File: src/rtl/pong_pkg.sv
`default_nettype none
// ============================================================================
//  Module      : pong_pkg
//  Description : Shared definitions for the Pong command scheduler and video
//                path: default geometry, opcode values, status-word bit
//                positions, command FSM state type and small helpers.
//  Ports       : none (package)
//  Revision    : 1.0 - initial release
// ============================================================================
package pong_pkg;

  // Geometry and game defaults shared with the video datapath
  localparam int PONG_V_RES     = 480;
  localparam int PONG_BAR_HALF  = 40;
  localparam int PONG_Y_INIT    = 240;
  localparam int PONG_WIN_SCORE = 10;

  // Command opcodes carried in dataa[31:29]; 5..7 are illegal
  localparam logic [2:0] OP_STATUS = 3'd0;
  localparam logic [2:0] OP_STAGE1 = 3'd1;
  localparam logic [2:0] OP_STAGE2 = 3'd2;
  localparam logic [2:0] OP_CLEAR  = 3'd3;
  localparam logic [2:0] OP_PAUSE  = 3'd4;

  // Status word bit positions
  localparam int RES_ERR       = 31;
  localparam int RES_PAUSED    = 30;
  localparam int RES_PEND1     = 29;
  localparam int RES_PEND2     = 28;
  localparam int RES_GAME_OVER = 27;

  typedef enum logic [1:0] {
    ST_IDLE = 2'd0,
    ST_EXEC = 2'd1,
    ST_DONE = 2'd2
  } cmd_state_e;

  // Saturate a requested bar centre into the legal [lo, hi] window
  function automatic logic [9:0] clamp_y(input logic [9:0] y,
                                         input logic [9:0] lo,
                                         input logic [9:0] hi);
    logic [9:0] r;
    r = y;
    if (y < lo) r = lo;
    else if (y > hi) r = hi;
    return r;
  endfunction

  function automatic logic [31:0] pack_status(input logic       err,
                                              input logic       paused,
                                              input logic       pend1,
                                              input logic       pend2,
                                              input logic       game_over,
                                              input logic [7:0] score2,
                                              input logic [7:0] score1);
    logic [31:0] s;
    s                = '0;
    s[RES_ERR]       = err;
    s[RES_PAUSED]    = paused;
    s[RES_PEND1]     = pend1;
    s[RES_PEND2]     = pend2;
    s[RES_GAME_OVER] = game_over;
    s[15:8]          = score2;
    s[7:0]           = score1;
    return s;
  endfunction

endpackage
`default_nettype wire

File: src/rtl/pong_cmd_scheduler_if.sv
`default_nettype none
// ============================================================================
//  Module      : pong_cmd_scheduler_if
//  Description : Nios multi-cycle custom-instruction handshake bundle.
//  Signals     : clk_en  - instruction clock enable (CPU -> scheduler)
//                start   - command start pulse      (CPU -> scheduler)
//                dataa   - 32-bit command word      (CPU -> scheduler)
//                done    - completion pulse         (scheduler -> CPU)
//                result  - 32-bit status word       (scheduler -> CPU)
//  Revision    : 1.0 - initial release
// ============================================================================
interface pong_cmd_scheduler_if;
  logic        clk_en;
  logic        start;
  logic [31:0] dataa;
  logic        done;
  logic [31:0] result;

  modport master (output clk_en, output start, output dataa,
                  input  done,   input  result);
  modport slave  (input  clk_en, input  start, input  dataa,
                  output done,   output result);
endinterface
`default_nettype wire

File: src/rtl/pong_score_counter.sv
`default_nettype none
// ============================================================================
//  Module      : pong_score_counter
//  Description : 8-bit player score with synchronous clear, gated increment
//                and a one-cycle flag on the increment that reaches WIN_SCORE.
//  Ports       : clk, rst    - clock, synchronous active-high reset
//                inc         - point scored this cycle
//                clr         - clear to zero (wins over inc)
//                en          - increment allowed (not paused, not game over)
//                count       - registered score
//                count_next  - score as it will be after this edge
//                win_hit     - this edge takes the score to WIN_SCORE
//  Revision    : 1.0 - initial release
// ============================================================================
module pong_score_counter #(
  parameter int WIN_SCORE = 10
) (
  input  logic       clk,
  input  logic       rst,
  input  logic       inc,
  input  logic       clr,
  input  logic       en,
  output logic [7:0] count,
  output logic [7:0] count_next,
  output logic       win_hit
);

  localparam logic [7:0] WIN_M1 = 8'(WIN_SCORE - 1);

  logic [7:0] count_q, count_d;
  logic       bump;

  always_comb begin
    bump    = inc && en && !clr;
    count_d = count_q;
    if (clr)       count_d = '0;
    else if (bump) count_d = count_q + 8'd1;
  end

  always_ff @(posedge clk) begin
    if (rst) count_q <= '0;
    else     count_q <= count_d;
  end

  assign count      = count_q;
  assign count_next = count_d;
  assign win_hit    = bump && (count_q == WIN_M1);

endmodule
`default_nettype wire

File: src/rtl/pong_cmd_scheduler.sv
`default_nettype none
// ============================================================================
//  Module      : pong_cmd_scheduler
//  Description : Decodes Nios custom-instruction commands, stages paddle
//                positions in shadow registers and commits them at frame end,
//                and owns score / pause / game-over state.
//  Ports       : CLK, RST_BTN  - clock, synchronous active-high reset
//                ci            - custom-instruction handshake (slave side)
//                frame_end     - one-cycle pulse at start of vertical blank
//                point_p1/p2   - one-cycle score pulses
//                yBar1/yBar2   - live bar centre lines
//                refresh       - pulse in the cycle after a commit
//                paused        - game paused
//                game_over     - a player reached WIN_SCORE
//  Revision    : 1.0 - initial release
// ============================================================================
module pong_cmd_scheduler
  import pong_pkg::*;
#(
  parameter int V_RES     = PONG_V_RES,
  parameter int BAR_HALF  = PONG_BAR_HALF,
  parameter int Y_INIT    = PONG_Y_INIT,
  parameter int WIN_SCORE = PONG_WIN_SCORE
) (
  input  logic                       CLK,
  input  logic                       RST_BTN,
  pong_cmd_scheduler_if.slave        ci,
  input  logic                       frame_end,
  input  logic                       point_p1,
  input  logic                       point_p2,
  output logic [9:0]                 yBar1,
  output logic [9:0]                 yBar2,
  output logic                       refresh,
  output logic                       paused,
  output logic                       game_over
);

  localparam logic [9:0] Y_MIN = 10'(BAR_HALF);
  localparam logic [9:0] Y_MAX = 10'(V_RES - 1 - BAR_HALF);
  localparam logic [9:0] Y_RST = 10'(Y_INIT);

  cmd_state_e  state_q, state_d;
  logic [2:0]  cmd_op_q, cmd_op_d;
  logic [9:0]  cmd_y_q, cmd_y_d;
  logic [9:0]  ybar1_q, ybar1_d, ybar2_q, ybar2_d;
  logic [9:0]  shadow1_q, shadow1_d, shadow2_q, shadow2_d;
  logic        pend1_q, pend1_d, pend2_q, pend2_d;
  logic        refresh_q, refresh_d;
  logic        paused_q, paused_d;
  logic        game_over_q, game_over_d;
  logic        done_q, done_d;
  logic [31:0] result_q, result_d;

  logic        exec_fire;
  logic        score_clr;
  logic        score_en;
  logic        cmd_err;
  logic [9:0]  y_clamped;
  logic [7:0]  score1, score1_next, score2, score2_next;
  logic        win1, win2;
  logic        unused_dataa_bits;

  // Only opcode and y/pause field are ever consumed from the command word
  assign unused_dataa_bits = ^ci.dataa[28:10];

  assign exec_fire = (state_q == ST_EXEC) && ci.clk_en;
  assign score_clr = exec_fire && (cmd_op_q == OP_CLEAR);
  assign score_en  = !paused_q && !game_over_q;
  assign cmd_err   = cmd_op_q > OP_PAUSE;
  assign y_clamped = clamp_y(cmd_y_q, Y_MIN, Y_MAX);

  pong_score_counter #(.WIN_SCORE(WIN_SCORE)) u_score1 (
    .clk        (CLK),
    .rst        (RST_BTN),
    .inc        (point_p1),
    .clr        (score_clr),
    .en         (score_en),
    .count      (score1),
    .count_next (score1_next),
    .win_hit    (win1)
  );

  pong_score_counter #(.WIN_SCORE(WIN_SCORE)) u_score2 (
    .clk        (CLK),
    .rst        (RST_BTN),
    .inc        (point_p2),
    .clr        (score_clr),
    .en         (score_en),
    .count      (score2),
    .count_next (score2_next),
    .win_hit    (win2)
  );

  always_comb begin
    state_d     = state_q;
    cmd_op_d    = cmd_op_q;
    cmd_y_d     = cmd_y_q;
    ybar1_d     = ybar1_q;
    ybar2_d     = ybar2_q;
    shadow1_d   = shadow1_q;
    shadow2_d   = shadow2_q;
    pend1_d     = pend1_q;
    pend2_d     = pend2_q;
    paused_d    = paused_q;
    game_over_d = game_over_q;
    done_d      = 1'b0;
    result_d    = result_q;
    refresh_d   = frame_end && (pend1_q || pend2_q);

    // Commit reads the shadows as they were before this cycle's staging, so a
    // coincident stage lands in the shadow and stays pending for next frame.
    if (frame_end && pend1_q) begin
      ybar1_d = shadow1_q;
      pend1_d = 1'b0;
    end
    if (frame_end && pend2_q) begin
      ybar2_d = shadow2_q;
      pend2_d = 1'b0;
    end

    if (exec_fire) begin
      case (cmd_op_q)
        OP_STATUS: ;
        OP_STAGE1: begin
          shadow1_d = y_clamped;
          pend1_d   = 1'b1;
        end
        OP_STAGE2: begin
          shadow2_d = y_clamped;
          pend2_d   = 1'b1;
        end
        OP_PAUSE:  paused_d = cmd_y_q[0];
        default:   ;
      endcase
    end

    // Clear beats a coincident winning point; a win always forces pause
    if (score_clr) begin
      game_over_d = 1'b0;
    end else if (win1 || win2) begin
      game_over_d = 1'b1;
      paused_d    = 1'b1;
    end

    case (state_q)
      ST_IDLE: begin
        if (ci.clk_en && ci.start) begin
          state_d  = ST_EXEC;
          cmd_op_d = ci.dataa[31:29];
          cmd_y_d  = ci.dataa[9:0];
        end
      end
      ST_EXEC: begin
        if (ci.clk_en) begin
          state_d  = ST_DONE;
          done_d   = 1'b1;
          // Status reflects the state after this command's effect
          result_d = pack_status(cmd_err, paused_d, pend1_d, pend2_d,
                                 game_over_d, score2_next, score1_next);
        end
      end
      ST_DONE: begin
        if (ci.clk_en) state_d = ST_IDLE;
      end
      default: state_d = ST_IDLE;
    endcase
  end

  always_ff @(posedge CLK) begin
    if (RST_BTN) begin
      state_q     <= ST_IDLE;
      cmd_op_q    <= '0;
      cmd_y_q     <= '0;
      ybar1_q     <= Y_RST;
      ybar2_q     <= Y_RST;
      shadow1_q   <= Y_RST;
      shadow2_q   <= Y_RST;
      pend1_q     <= 1'b0;
      pend2_q     <= 1'b0;
      refresh_q   <= 1'b0;
      paused_q    <= 1'b0;
      game_over_q <= 1'b0;
      done_q      <= 1'b0;
      result_q    <= '0;
    end else begin
      state_q     <= state_d;
      cmd_op_q    <= cmd_op_d;
      cmd_y_q     <= cmd_y_d;
      ybar1_q     <= ybar1_d;
      ybar2_q     <= ybar2_d;
      shadow1_q   <= shadow1_d;
      shadow2_q   <= shadow2_d;
      pend1_q     <= pend1_d;
      pend2_q     <= pend2_d;
      refresh_q   <= refresh_d;
      paused_q    <= paused_d;
      game_over_q <= game_over_d;
      done_q      <= done_d;
      result_q    <= result_d;
    end
  end

  assign ci.done   = done_q;
  assign ci.result = result_q;
  assign yBar1     = ybar1_q;
  assign yBar2     = ybar2_q;
  assign refresh   = refresh_q;
  assign paused    = paused_q;
  assign game_over = game_over_q;

endmodule
`default_nettype wire

File: src/flat_wrapper.sv
// flat-port wrapper written by rule: the top's interface ports become plain ports
module pong_cmd_scheduler_flat import pong_pkg::*;
#(
  parameter int V_RES     = PONG_V_RES,
  parameter int BAR_HALF  = PONG_BAR_HALF,
  parameter int Y_INIT    = PONG_Y_INIT,
  parameter int WIN_SCORE = PONG_WIN_SCORE
)
  (CLK, RST_BTN, frame_end, point_p1, point_p2, yBar1, yBar2, refresh, paused, game_over, ci_clk_en, ci_start, ci_dataa, ci_done, ci_result);
  pong_cmd_scheduler_if ci_i ();
  input  logic CLK;
  input  logic RST_BTN;
  input  logic frame_end;
  input  logic point_p1;
  input  logic point_p2;
  output logic [9:0] yBar1;
  output logic [9:0] yBar2;
  output logic refresh;
  output logic paused;
  output logic game_over;
  input wire logic [$bits(ci_i.clk_en)-1:0] ci_clk_en;
  input wire logic [$bits(ci_i.start)-1:0] ci_start;
  input wire logic [$bits(ci_i.dataa)-1:0] ci_dataa;
  output wire logic [$bits(ci_i.done)-1:0] ci_done;
  output wire logic [$bits(ci_i.result)-1:0] ci_result;
  assign ci_i.clk_en = ci_clk_en;
  assign ci_i.start = ci_start;
  assign ci_i.dataa = ci_dataa;
  assign ci_done = ci_i.done;
  assign ci_result = ci_i.result;
  pong_cmd_scheduler #(.V_RES(V_RES), .BAR_HALF(BAR_HALF), .Y_INIT(Y_INIT), .WIN_SCORE(WIN_SCORE)) u_core (.CLK(CLK), .RST_BTN(RST_BTN), .ci(ci_i), .frame_end(frame_end), .point_p1(point_p1), .point_p2(point_p2), .yBar1(yBar1), .yBar2(yBar2), .refresh(refresh), .paused(paused), .game_over(game_over));
endmodule
File: config.mk
export PLATFORM = sky130hd
export DESIGN_NAME = pong_cmd_scheduler_flat
export DESIGN_NICKNAME = d
export VERILOG_FILES = /design/src/rtl/pong_pkg.sv /design/src/rtl/pong_cmd_scheduler_if.sv /design/src/rtl/pong_score_counter.sv /design/src/rtl/pong_cmd_scheduler.sv /design/src/flat_wrapper.sv
export SDC_FILE = /design/constraint.sdc
export NUM_CORES = 1
export LEC_CHECK = 0
export ABC_AREA = 1
export CELL_PAD_IN_SITES_DETAIL_PLACEMENT = 0
export CELL_PAD_IN_SITES_GLOBAL_PLACEMENT = 1
export CORE_MARGIN = 5
export CORE_UTILIZATION = 36
export CTS_CLUSTER_SIZE = 12
export DETAILED_ROUTE_END_ITERATION = 10
export PLACE_DENSITY_LB_ADDON = 0.25
export SYNTH_ARGS = -nofsm -noshare
export SYNTH_HDL_FRONTEND = slang
export SYNTH_HIERARCHICAL = 1
export SYNTH_SLANG_ARGS = --single-unit
File: constraint.sdc
create_clock -name CLK -period 2.6 [get_ports CLK]
set_clock_uncertainty 0.05 [all_clocks]
set_input_delay 0.52 -clock CLK [delete_from_list [all_inputs] [get_ports CLK]]
set_output_delay 0.52 -clock CLK [all_outputs]
set_load 0.02 [all_outputs]
# --- Word level (Yosys, flattened, before mapping) ---
# Index checks and enable logic that the tools add are counted.
totals:
  ff_bits: 98
  inputBits: 39
  output_inout_bits: 56
  word_cells: 81
classes:
  n_addsub: 2
  magnitude_cmp: 3
  n_eq_ne: 11
  n_mux: 23
  bitwise: 1
  reduce_logical: 25
op_table:
  columns: ["cell", "count"]
  rows:
  - ["$mux 8", 4]
  - ["$mux 10", 2]
  - ["$add 8x1->8 const B", 2]
  - ["$eq 8x4->1 const B", 2]
  - ["$logic_and 1x1->1", 13]
  - ["$mux 1", 13]
  - ["$gt 10x9->1 const B", 1]
  - ["$lt 10x6->1 const B", 1]
  - ["$reduce_and 2->1", 4]
  - ["$eq 3x2->1 const B", 2]
  - ["$mux 2", 3]
  - ["$pmux 2 s3", 1]
  - ["$ne 2x2->1 const B", 2]
  - ["$eq 3x1->1 const B", 1]
  - ["$eq 3x3->1 const B", 1]
  - ["$gt 3x3->1 const B", 1]
  - ["$logic_not 1->1", 3]
  - ["$reduce_and 3->1", 1]
  - ["$eq 2x1->1 const B", 1]
  - ["$eq 2x2->1 const B", 1]
  - ["$logic_not 2->1", 1]
  - ["$logic_or 1x1->1", 2]
  - ["$ne 2x1->1 const B", 1]
  - ["$reduce_or 2->1", 1]
  - ["$not 1->1", 1]

# --- Longest topological paths before layout ---
# Gate-level depths: netlist of run 1.
depth:
  word_depth: 9
  ltp_mapped: 13
  mapped_depth_nobuf: 13

# --- By module ---
# Netlist of run 1, hierarchy kept.
by_module_without_submodules:
  columns: ["module", "n_inst", "cells_per_inst", "area_each_um2", "seq_area_each_um2"]
  rows:
  - ["pong_cmd_scheduler", 1, 402, 3163.0, 1641.6]
  - ["pong_score_counter", 2, 79, 549.3, 160.2]

# --- Worst setup path after synthesis of run 1 ---
# OpenSTA, ideal clock, no wires.
synth_path:
  kind: "input -> register"
  startpoint: "input ci_clk_en"
  endpoint: "register u_core.result_q[27] (netlist: u_core/ci.result[27])"
  setup_ns: 0.126
  arrival_time_ns: 1.879
  required_time_ns: 2.424
  slack_ns: 0.544
  path_stages: 10
  n_path_buf: 0
  path_cell_list: "inv_2 > nor2_8 > nand2_4 > inv_1 > nor2_4 > nand2_1 > nor4_2 > or2_2 > o21ai_0 > a21oi_1"
synth_between:
  elab_chain_cells: 8
  elab_cells_between_ends: 11
  classes_between: "mux: 2; reduce/logical: 9"
synth_lines:
  columns: ["element", "line_no", "rtl"]
  rows:
  - ["start, declared", "flat_wrapper.sv:21", "input wire logic [$bits(ci_i.clk_en)-1:0] ci_clk_en;"]
  - ["$logic_and 1x1->1", "pong_cmd_scheduler.sv:66", "assign exec_fire = (state_q == ST_EXEC) && ci.clk_en;"]
  - ["$logic_and 1x1->1", "pong_cmd_scheduler.sv:67", "assign score_clr = exec_fire && (cmd_op_q == OP_CLEAR);"]
  - ["via u_core.score_clr", "pong_cmd_scheduler.sv:55", "logic score_clr;"]
  - ["$logic_not 1->1", "pong_score_counter.sv:34", "bump = inc && en && !clr;"]
  - ["$logic_and 1x1->1", "pong_score_counter.sv:34", null]
  - ["$logic_and 1x1->1", "pong_score_counter.sv:47", "assign win_hit = bump && (count_q == WIN_M1);"]
  - ["via u_core.win2", "pong_cmd_scheduler.sv:60", "logic win1, win2;"]
  - ["$logic_or 1x1->1", "pong_cmd_scheduler.sv:140", "end else if (win1 || win2) begin"]
  - ["$mux 1", "pong_cmd_scheduler.sv:140", null]
  - ["$mux 1", "pong_cmd_scheduler.sv:138", "if (score_clr) begin"]
  - ["end signal, assigned", "pong_cmd_scheduler.sv:199", "result_q <= result_d;"]
  - ["end, declared", "pong_cmd_scheduler.sv:52", "logic [31:0] result_q, result_d;"]
# The timed path passes the listed nets, and every way through them passes these cells.
# A chain may end at the register's enable or synchronous reset.

# --- Final worst setup path of run 1 ---
layout_path:
  startpoint: "input ci_clk_en"
  endpoint: "register u_core.result_q[12] (netlist: u_core/ci.result[12])"
layout_between:
  elab_chain_cells: 6
  elab_cells_between_ends: 7
  classes_between: "mux: 2; reduce/logical: 5"
layout_lines:
  columns: ["element", "line_no", "rtl"]
  rows:
  - ["$logic_and 1x1->1 (*)", "pong_cmd_scheduler.sv:66", null]
  - ["$logic_and 1x1->1 (*)", "pong_cmd_scheduler.sv:67", null]
  - ["via u_core.score_clr", "pong_cmd_scheduler.sv:55", null]
  - ["$logic_not 1->1", "pong_score_counter.sv:34", null]
  - ["$logic_and 1x1->1", "pong_score_counter.sv:34", null]
  - ["$mux 8", "pong_score_counter.sv:37", "else if (bump) count_d = count_q + 8'd1;"]
  - ["$mux 8 (*)", "pong_score_counter.sv:36", "if (clr) count_d = '0;"]
  - ["via u_core.score2_next[4]", "pong_cmd_scheduler.sv:59", "logic [7:0] score1, score1_next, score2, score2_next;"]
# The timed path passes the listed nets; every way through them passes the cells marked *.

==> impl_metrics.yaml, run 1 <==
cells_and_area:
  multi_input_area_mm2: 0.00189
  diodes: 0
  drive_gt1_frac: 0.110
  area_growth_pct: 22.4
  final_util: 0.453
  nFillCells: 1212
  register_area_mm2: 0.00196
  final_net_count: 659
detailed_routing:
  drt-met1-wl_um: 4920
  dr.pass1.iters: 6
  ant_nets: 0
  num_vias: 3523
  drc_errors: 0
  wl_met3_um: 432
  wire_per_inst_um: 12.6
  postRouteWirelength_um: 9610
  wl_met2_um: 4070
  drtIter0Drc: 147
  maxUsedRoutingLayer: "met4"
  viasPerCell: 4.61
yosys:
  syn_area_mm2: 0.00426
  synthAdderAreaFrac: 0.0117
  synth_edf_count: 0
  synth_area_leader_cell: "dfxtp_1"
  async_flop_share: 0
  ys.flop_type: "dfxtp_1"
  synth_top_family_by_area: "simple AND/OR/NAND/NOR gates"
  synthSimpleGateAreaFrac: 0.298
  synth_top_area_frac: 0.460
  yosys_register_bits: 98
  synthMuxAreaShare: 0
  yosysWarningCount: 6
  synthCells: 560
  syn_area_per_cell_um2: 7.61
  synth-xor-area-share: 0
  synthDistinctLibCells: 35
  synth_seq_area_share: 0.460
  yosysMostFrequentCell: "nand2_1"
  yosys-top-cells-count: "122 x nand2_1, 98 x dfxtp_1, 58 x a21oi_1"
  synth_compound_area_frac: 0.124
  synth_area_leaders: "dfxtp_1 46%, nand2_1 11%, a21oi_1 6.8%"
power_and_ir_drop:
  ir_drop_mv: 0.282
  power_leakage_nw: 2.11
  p_total_w: 0.00308
  power_density_mw_per_mm2: 590
floorplanning:
  die_area_mm2: 0.0141
  die_h_um: 119
  rows: 39
  die_width_um: 119
  core_mm2: 0.0115
  pin_count: 95
  initial_core_util: 0.370
worst_setup_path:
  crit_path_end_kind: "flop"
  criticalPathCategory: "in -> reg"
  crit_family: "buffers and inverters"
  cp_slowest_cell: "clkdlybuf4s50_1"
  r2r_slack_ns: 0.59
  cp.arrival_ns: 2.41
  cpMostUsedCell: "nand2_1"
  crit_required_ns: 2.83
  crit_fanout: 8
  crit_buf_inv: 5
  cp_cell_sequence: "clkdlybuf4s50_1 > inv_2 > nor2_8 > nand2_4 > inv_1 > buf_4 > inv_4 > nand3_2 > nor2_2 > nand2_1 > nand2_1 > nor2_1 > nand2_1 > a21oi_1"
  max_stage_delay_ns: 0.49
  worstSetupStartpointType: "input pin"
clock_network:
  htreeDepth: 3
  insertion_delay_ns: 0.35
  clkTransAtPathRegs_ns: 0.07
  ctsRootBufferMaster: "clkbuf_16"
  cts_sinks: 98
  cts_tree: "built"
  ctsHoldBuffers: 0
  cts_inserted_buffers: 9
  cts_resized: 0
  cts_buffer_depth: 2
  post_cts_buffers: 0
placed_design:
  port_buffers: 64
  place_ws_ns: 0.0745
  gp_congestion: 0.799
  dp_hpwl_um: 6750
global_route:
  grt_pass1_vias: 3321
  grt-ovfl-total: 0
  grt_max_degree: 49
  track_usage: 0.142
  antenna_found_initial: 0
  grt_pass1_wl_um: 16300
sta:
  period_share: 0.836
  finalSetupViolCount: 0
  tns_ns: 0
  hold_viol: 0
  maxSlewViolCount: 0
  max_freq_mhz: 460
  rsz0062_at_grt: "no"
  fin_crit_ns: 2.17
  worst_slack_ns: 0.426
min_path:
  hp-class: "reg -> reg"
job:
  drv_cap: 0
status:
  run_status: "finished, final reports clean"
[per-layer routing]
metal | GRT usage | up-vias
met2 | 0.213 | 69
met5 | 0 | -
met3 | 0.0353 | 13
li1 | - | 1883
met4 | 0.0630 | 0
met1 | 0.193 | 1558
[cell type report]
class / count / share of cell area
Clock buffer: 9 / 0.0432
Multi-Input combinational cell: 380 / 0.362
Tap cell: 143 / 0.0343
Inverter: 56 / 0.0412
Sequential cell: 98 / 0.376
Clock inverter: 7 / 0.0113
Timing Repair Buffer: 71 / 0.132
[worst paths after layout]
| path | from | end | cells after the start |
|---|---|---|---|
| worst max register to register | u_core/game_over | u_core/ci.result[30] | 10 |
| worst min register to register | u_core/shadow1_q[9] | u_core/shadow1_q[9] | 2 |
| worst min-delay path | u_core/shadow1_q[9] | u_core/shadow1_q[9] | 2 |
| worst max-delay path | ci_clk_en | u_core/ci.result[12] | 14 |
[sequential cells by signal (all words and copies together), names as in the netlist]
signal / cells
u_core/ci.result: 21
u_core/cmd_y_q: 10
u_core/shadow1_q: 10
u_core/shadow2_q: 10
u_core/yBar1: 10
u_core/yBar2: 10
u_core/u_score1/count: 8
u_core/u_score2/count: 8
u_core/cmd_op_q: 3
u_core/state_q: 2
u_core/ci.done: 1
u_core/game_over: 1
u_core/paused: 1
u_core/pend1_q: 1
u_core/pend2_q: 1
u_core/refresh: 1
[layout by cell type (no fill, tap or decap), types with 2 or more instances in the layout]
cell type / netlist / routed
a211oi_1: 2 / 2
a21oi_1: 58 / 58
buf_4: 12 / 7
clkbuf_16: 0 / 9
clkdlybuf4s50_1: 0 / 63
conb_1: 1 / 11
dfxtp_1: 98 / 98
ha_1: 4 / 4
inv_1: 51 / 51
inv_2: 3 / 3
inv_4: 2 / 2
inv_6: 0 / 3
nand2_1: 122 / 122
nand2_2: 6 / 6
nand3_1: 38 / 38
nand3_2: 9 / 9
nand3b_1: 2 / 2
nand4_1: 3 / 3
nor2_1: 54 / 54
nor2_2: 8 / 8
nor2_4: 6 / 6
nor3_1: 4 / 4
nor3_2: 4 / 4
nor4_2: 2 / 2
o211ai_1: 2 / 2
o21ai_0: 39 / 39
[cells by family (layout without fill, tap and decap cells)]
group                      after synthesis  in the layout
DFF                                     98             98
AOI/OAI and AO/OA                      103            103
other                                    1             11
adders and majority gates                4              4
and+or+nand+nor                        262            262
buffers and inverters                   92            143
[tightest hold or removal path, cell delays in order (launching register included)]
cell and delay, ns:
dfxtp_1 0.30, inv_1 0.06, nor3_1 0.05
[power breakdown]
group          switching (W)  internal, W
clock network       0.000624     0.000666
registers          0.0000218      0.00153
logic               0.000153    0.0000839
[metrics by stage]
step | hold WS, ns | instance area, µm² | instances
floorplan | 0.373 | 4300 | 570
global placement | 0.383 | 4930 | 748
detailed placement | 0.390 | 4930 | 748
CTS | 0.401 | 5220 | 764
global route | 0.430 | 5220 | 764
finish | 0.402 | 5220 | 764
(Power assumes the default switching activity.)
==> inputs of run 2 (changes only) <==
- CORE_UTILIZATION: 36 -> 33
- clock period: 2.6 -> 1.75 ns (I/O delays scaled with it)
==> run 2 against run 1 <==
  * Register-to-register slack worse by 0.53 ns
  * Worst setup slack worse by 0.37 ns
  * Flip-flop and latch count stayed put
  * Worst hold slack worse by 0.051 ns
  * Via count is 5.5% higher
  * Sequential power is 49% higher
  * Die area is 8.3% higher
  * First-iteration DRC count is 6.1% higher
  * Largest cell class is now multi-input combinational cells
==> impl_metrics.yaml, run 2 (synthesis gave the netlist of run 1 again) <==
sta:
  worst_slack_ns: 0.0541
  max_freq_mhz: 590
  maxSlewViolCount: 0
  hold_viol: 0
  finalSetupViolCount: 0
  fin_crit_ns: 1.70
  period_share: 0.969
  rsz0062_at_grt: "yes"
  tns_ns: 0
power_and_ir_drop:
  p_clk_frac: 0.404
  switching_power_w: 0.00111
  p_total_w: 0.00454
  combPwrFrac: 0.088
  power_leakage_nw: 2.35
  ir_drop_mv: 0.529
  pwr-share-seq: 0.508
  power_density_mw_per_mm2: 795
  swShare: 0.244
  internal-power_w: 0.00343
clock_network:
  ctsHoldBuffers: 0
  cts_sinks: 98
  clkTransAtPathRegs_ns: 0.06
  cts_tree: "built"
  cts_buffer_depth: 2
  htreeDepth: 3
  cts_inserted_buffers: 9
  ctsRootBufferMaster: "clkbuf_16"
  insertion_delay_ns: 0.34
placed_design:
  port_buffers: 64
  dp_hpwl_um: 7450
  place_ws_ns: -0.447
  place_area_mm2: 0.00533
  gp_congestion: 0.795
global_route:
  track_usage: 0.142
  grt_pass1_vias: 3575
  grt_max_degree: 51
  antenna_found_initial: 0
  grt-ovfl-total: 0
  grt_pass1_wl_um: 17200
detailed_routing:
  wl_met2_um: 4240
  drt-met1-wl_um: 5110
  maxUsedRoutingLayer: "met4"
  num_vias: 3718
  viasPerCell: 4.46
  wire_per_inst_um: 12.0
  drtIter0Drc: 156
  wl_met3_um: 515
  drc_errors: 0
  postRouteWirelength_um: 10000
  dr.pass1.iters: 4
  ant_nets: 0
cells_and_area:
  final_util: 0.453
  fin_area_mm2: 0.00571
  layout_common_cells: "120 x nand2_1, 95 x dfxtp_1, 56 x a21oi_1, 55 x clkdlybuf4s50_1, 52 x nor2_1"
  diodes: 0
  area_growth_pct: 34.1
  largest_register_ffs: 21
  final_net_count: 701
  drive_gt1_frac: 0.190
  final_common_cell: "nand2_1"
worst_setup_path:
  crit_path_end_kind: "primary output"
  criticalPathCategory: "reg -> out"
  crit_buf_inv: 1
  worstSetupStartpointType: "flop"
  cp.arrival_ns: 1.30
  cp_slowest_cell: "clkdlybuf4s50_1"
  max_stage_delay_ns: 0.61
  cp_cell_sequence: "clkdlybuf4s50_1"
  crit_required_ns: 1.35
  crit_family: "buffers and inverters"
  crit_fanout: 2
floorplanning:
  rows: 41
  initial_core_util: 0.338
  die_h_um: 124
  core_mm2: 0.0126
  die_area_mm2: 0.0153
  die_width_um: 124
  pin_count: 95
min_path:
  hp-class: "in -> reg"
job:
  drv_cap: 0
status:
  run_status: "finished, final reports clean"
==> run 2: path summary, 6_finish.rpt <==
kind                        from             endpoint  slack [ns]  cells after the start
max          u_core/ci.result[9]         ci_result[9]        0.05                      1
max reg2reg    u_core/state_q[1]  u_core/ci.result[5]        0.06                     14
min                      RST_BTN        u_core/paused        0.35                      4
min reg2reg  u_core/shadow2_q[9]  u_core/shadow2_q[9]        0.41                      2
==> run 2: area by class of cell <==
class                           count  area (µm²)
Clock inverter                      5        40.0
Fill cell                        1308        6910
Multi-Input combinational cell    380        1970
Sequential cell                    98        1970
Clock buffer                       10         239
Timing Repair Buffer              113        1060
Inverter                           56         219
Tap cell                          172         215
==> run 2: layer usage <==
layer / up-vias / GRT usage
li1: 1971 / -
met1: 1662 / 0.205
met2: 74 / 0.204
met3: 11 / 0.0286
met4: 0 / 0.0581
met5: - / 0
==> run 2: power groups by stage <==
stage | clock, W | combinational, W | sequential, W
floorplan | 0 | 0.000252 | 0.00236
finish | 0.00184 | 0.000401 | 0.00231
global route | 0.00202 | 0.000453 | 0.00231
CTS | 0.00193 | 0.000402 | 0.00231
detailed placement | 0 | 0.000401 | 0.00236
global placement | 0 | 0.000397 | 0.00236
==> run 2: repair_timing <==
action | in CTS | in global routing
setup endpoints to repair | 26 | 29
buffers inserted | 0 | 3
pin swaps | 1 | 10
gates resized for setup | 7 | 23
==> run 2: worst min-delay path: cells and delay by family <==
family | cells | cell delay (ns)
buffers and inverters | 3 | 0.25
and+or+nand+nor | 1 | 0.09
==> run 2: metrics by stage <==
| step | instances | hold slack, ns |
|---|---|---|
| final | 834 | 0.351 |
| after global routing | 834 | 0.382 |
| after CTS | 831 | 0.350 |
| after detailed placement | 816 | 0.403 |
| after global placement | 816 | 0.395 |
| after floorplan | 570 | 0.373 |
==> inputs of run 3 (changes only) <==
- ABC_AREA: 1 -> not set
- CORE_UTILIZATION: 33 -> 39
- clock period: 1.75 -> 2 ns (I/O delays scaled with it)
==> run 3 against run 2 <==
  * Sequential share of layout area increased by 2.3 points
  * Worst hold slack improved by 0.057 ns
  * Worst setup slack improved by 0.062 ns
  * Clock-buffer cell count unchanged
  * Core utilization increased by 6.5 points
  * Register-to-register slack improved by 0.06 ns
  * Final area decreased by 6.4%
  * Area after synthesis decreased by 3.6%
  * Critical path depth increased by 6
  * Combinational power decreased by 28%
==> impl_metrics.yaml, run 3 <==
status:
  run_status: "finished, final reports clean"
yosys:
  syn_area_mm2: 0.00411
  syn_area_per_cell_um2: 8.29
  synth_area_leaders: "dfxtp_1 48%, nand2_1 11%, a21oi_1 9.5%"
  yosysMostFrequentCell: "nand2_1"
  yosysWarningCount: 6
  synthDistinctLibCells: 45
  async_flop_share: 0
  synth_seq_area_share: 0.477
  synth_edf_count: 0
  yosys-top-cells-count: "125 x nand2_1, 98 x dfxtp_1, 78 x a21oi_1"
  synth_area_leader_cell: "dfxtp_1"
  yosys_register_bits: 98
  synthCells: 496
  ys.flop_type: "dfxtp_1"
  synth_top_area_frac: 0.477
worst_setup_path:
  cp_cell_sequence: "inv_1 > ha_1 > or4b_2 > nor3_4 > nor3_1 > or3_1 > a21oi_1"
  crit_family: "simple AND/OR/NAND/NOR gates"
  regToRegStartpoint: "u_core/u_score1/count[1]"
  cp.arrival_ns: 2.13
  rr_endpoint: "u_core/ci.result[27]"
  r2r_slack_ns: 0.12
  cp.depth: 7
  ff2ff_path_depth: 7
  crit_buf_inv: 1
  worstSetupStartpointType: "flop"
  crit_fanout: 2
  criticalPathCategory: "reg -> reg"
  cp_slowest_cell: "or4b_2"
  crit_path_end_kind: "flop"
  crit_required_ns: 2.25
  max_stage_delay_ns: 0.62
detailed_routing:
  dr.pass1.iters: 4
  viasPerCell: 4.88
  postRouteWirelength_um: 9510
  ant_nets: 0
  drtIter0Drc: 148
  num_vias: 3584
  drc_errors: 0
  wire_per_inst_um: 13.0
job:
  drv_cap: 0
min_path:
  hold_depth: 2
  holdPathEnd: "u_core/yBar2[8]"
  min_from: "u_core/shadow2_q[8]"
  hp-class: "reg -> reg"
placed_design:
  port_buffers: 64
  gp_congestion: 0.867
  dp_cells: 713
  place_ws_ns: -0.387
  dp_hpwl_um: 6960
sta:
  worst_pin_slew_ns: 0.583
  maxSlewViolCount: 0
  worst_slack_ns: 0.116
  finalSetupViolCount: 0
  period_share: 0.942
  max_freq_mhz: 531
  tns_ns: 0
  fin_crit_ns: 1.88
  maxSlewHeadroom: 0.608
  rsz0062_at_grt: "no"
  hold_viol: 0
  hold_ws_ns: 0.407
clock_network:
  ctsHoldBuffers: 0
  ctsRootBufferMaster: "clkbuf_8"
  cts_inserted_buffers: 9
  insertion_delay_ns: 0.36
  clkTransAtPathRegs_ns: 0.09
  cts_buffer_depth: 2
  cts_sinks: 98
  cts_tree: "built"
  htreeDepth: 3
power_and_ir_drop:
  p_clk_frac: 0.346
  combPwrFrac: 0.082
  ir_drop_mv: 0.289
  switching_power_w: 0.000897
  power_density_mw_per_mm2: 655
  power_leakage_nw: 1.98
  swShare: 0.256
  internal-power_w: 0.00261
  pwr-share-seq: 0.572
global_route:
  grt_pass1_wl_um: 15500
  grt-ovfl-total: 0
  grt_pass1_vias: 3286
  grt_max_degree: 28
  track_usage: 0.147
  antenna_found_initial: 0
floorplanning:
  initial_core_util: 0.398
  die_h_um: 113
  core_mm2: 0.0103
  rows: 37
  die_width_um: 113
  die_area_mm2: 0.0127
  pin_count: 95
cells_and_area:
  diodes: 0
  final_net_count: 636
  final_util: 0.518
  area_growth_pct: 30.1
  stdcell_count: 734
  drive_gt1_frac: 0.157
  largest_register_ffs: 21
  layout_common_cells: "125 x nand2_1, 97 x dfxtp_1, 77 x a21oi_1, 62 x clkdlybuf4s50_1, 48 x buf_4"
  final_common_cell: "nand2_1"
  nFillCells: 1019
  register_area_mm2: 0.00196
  multi_input_area_mm2: 0.00201
==> run 3: cell types whose count changed in the layout (fill, tap and decap cells not counted), sizes merged, moves of 6 or more <==
cell           change
inv               -49
nand3             -42
nor2              -42
o21ai             -24
a21oi             +20
or3               +12
nand3b             +9
nor3               +8
clkdlybuf4s50      +7
a211o              +6
a211oi             +6
==> run 3: power by group through the flow <==
stage | Combinational [W] | Sequential, W | Clock (W)
3_5_place_dp | 0.000281 | 0.00205 | 0
3_3_place_gp | 0.000279 | 0.00205 | 0
5_1_grt | 0.000318 | 0.00201 | 0.00135
2_1_floorplan | 0.000166 | 0.00206 | 0
4_1_cts | 0.000282 | 0.00200 | 0.00126
6_report | 0.000288 | 0.00200 | 0.00121
==> run 3: repair_timing <==
action | in CTS | in global routing
buffers inserted | 0 | 5
resized for setup | 0 | 5
setup endpoints to repair | 0 | 3
==> run 3: worst max path at each step <==
| stage | slack [ns] | to | from |
|---|---|---|---|
| after detailed placement | -0.39 | u_core/ci.result[27] | ci_clk_en |
| after CTS | 0.005 | u_core/ci.result[27] | ci_clk_en |
| after global placement | -0.34 | u_core/ci.result[27] | ci_clk_en |
| after floorplan | 0.10 | u_core/ci.result[27] | ci_clk_en |
| after global routing | 0.009 | u_core/ci.result[27] | u_core/u_score1/count[1] |
| final | 0.12 | u_core/ci.result[27] | u_core/u_score1/count[1] |
==> run 3: per-stage QoR <==
step	power (W)	cell area [µm²]
2_1_floorplan	0.00222	4170
3_3_place_gp	0.00233	5090
3_5_place_dp	0.00233	5090
4_1_cts	0.00354	5280
5_1_grt	0.00368	5350
6_report	0.00350	5350
==> run 3: worst reg2reg max path: cells and delay by family (launching register included) <==
family,cells,cell delay (ns)
AO/OA/AOI/OAI,1,0.12
adder cells (fa/ha/maj),1,0.13
buffers and inverters,1,0.05
flip-flops,1,0.32
AND/OR/NAND/NOR,4,1.16
==> run 3: kinds of logic (layout without fill, tap and decap cells) <==
| kind of cell | Yosys count | count (layout) | share of synthesized area |
|---|---|---|---|
| and+or+nand+nor | 225 | 225 | 0.272 |
| AOI/OAI and AO/OA | 117 | 117 | 0.160 |
| DFF | 98 | 98 | 0.477 |
| buffers and inverters | 41 | 133 | 0.0542 |
| muxes | 6 | 6 | 0.0149 |
| adders and majority gates | 4 | 4 | 0.0122 |
| xor gates and xnor gates | 4 | 4 | 0.00853 |
| other | 1 | 11 | 0.000912 |
==> run 3: final cells by class <==
class / instances / share of cell area
clock buffers: 10 / 0.0257
well taps: 136 / 0.0318
flip-flops and latches: 98 / 0.367
multi-input cells: 367 / 0.376
inverters: 5 / 0.00351
clock inverters: 6 / 0.00936
repair buffers: 112 / 0.187
==> run 3: routing by layer <==
| layer | track usage | wire length, µm |
|---|---|---|
| met5 | 0 | 0 |
| met4 | 0.0449 | 87 |
| met3 | 0.0361 | 463 |
| met2 | 0.224 | 4100 |
| met1 | 0.205 | 4860 |
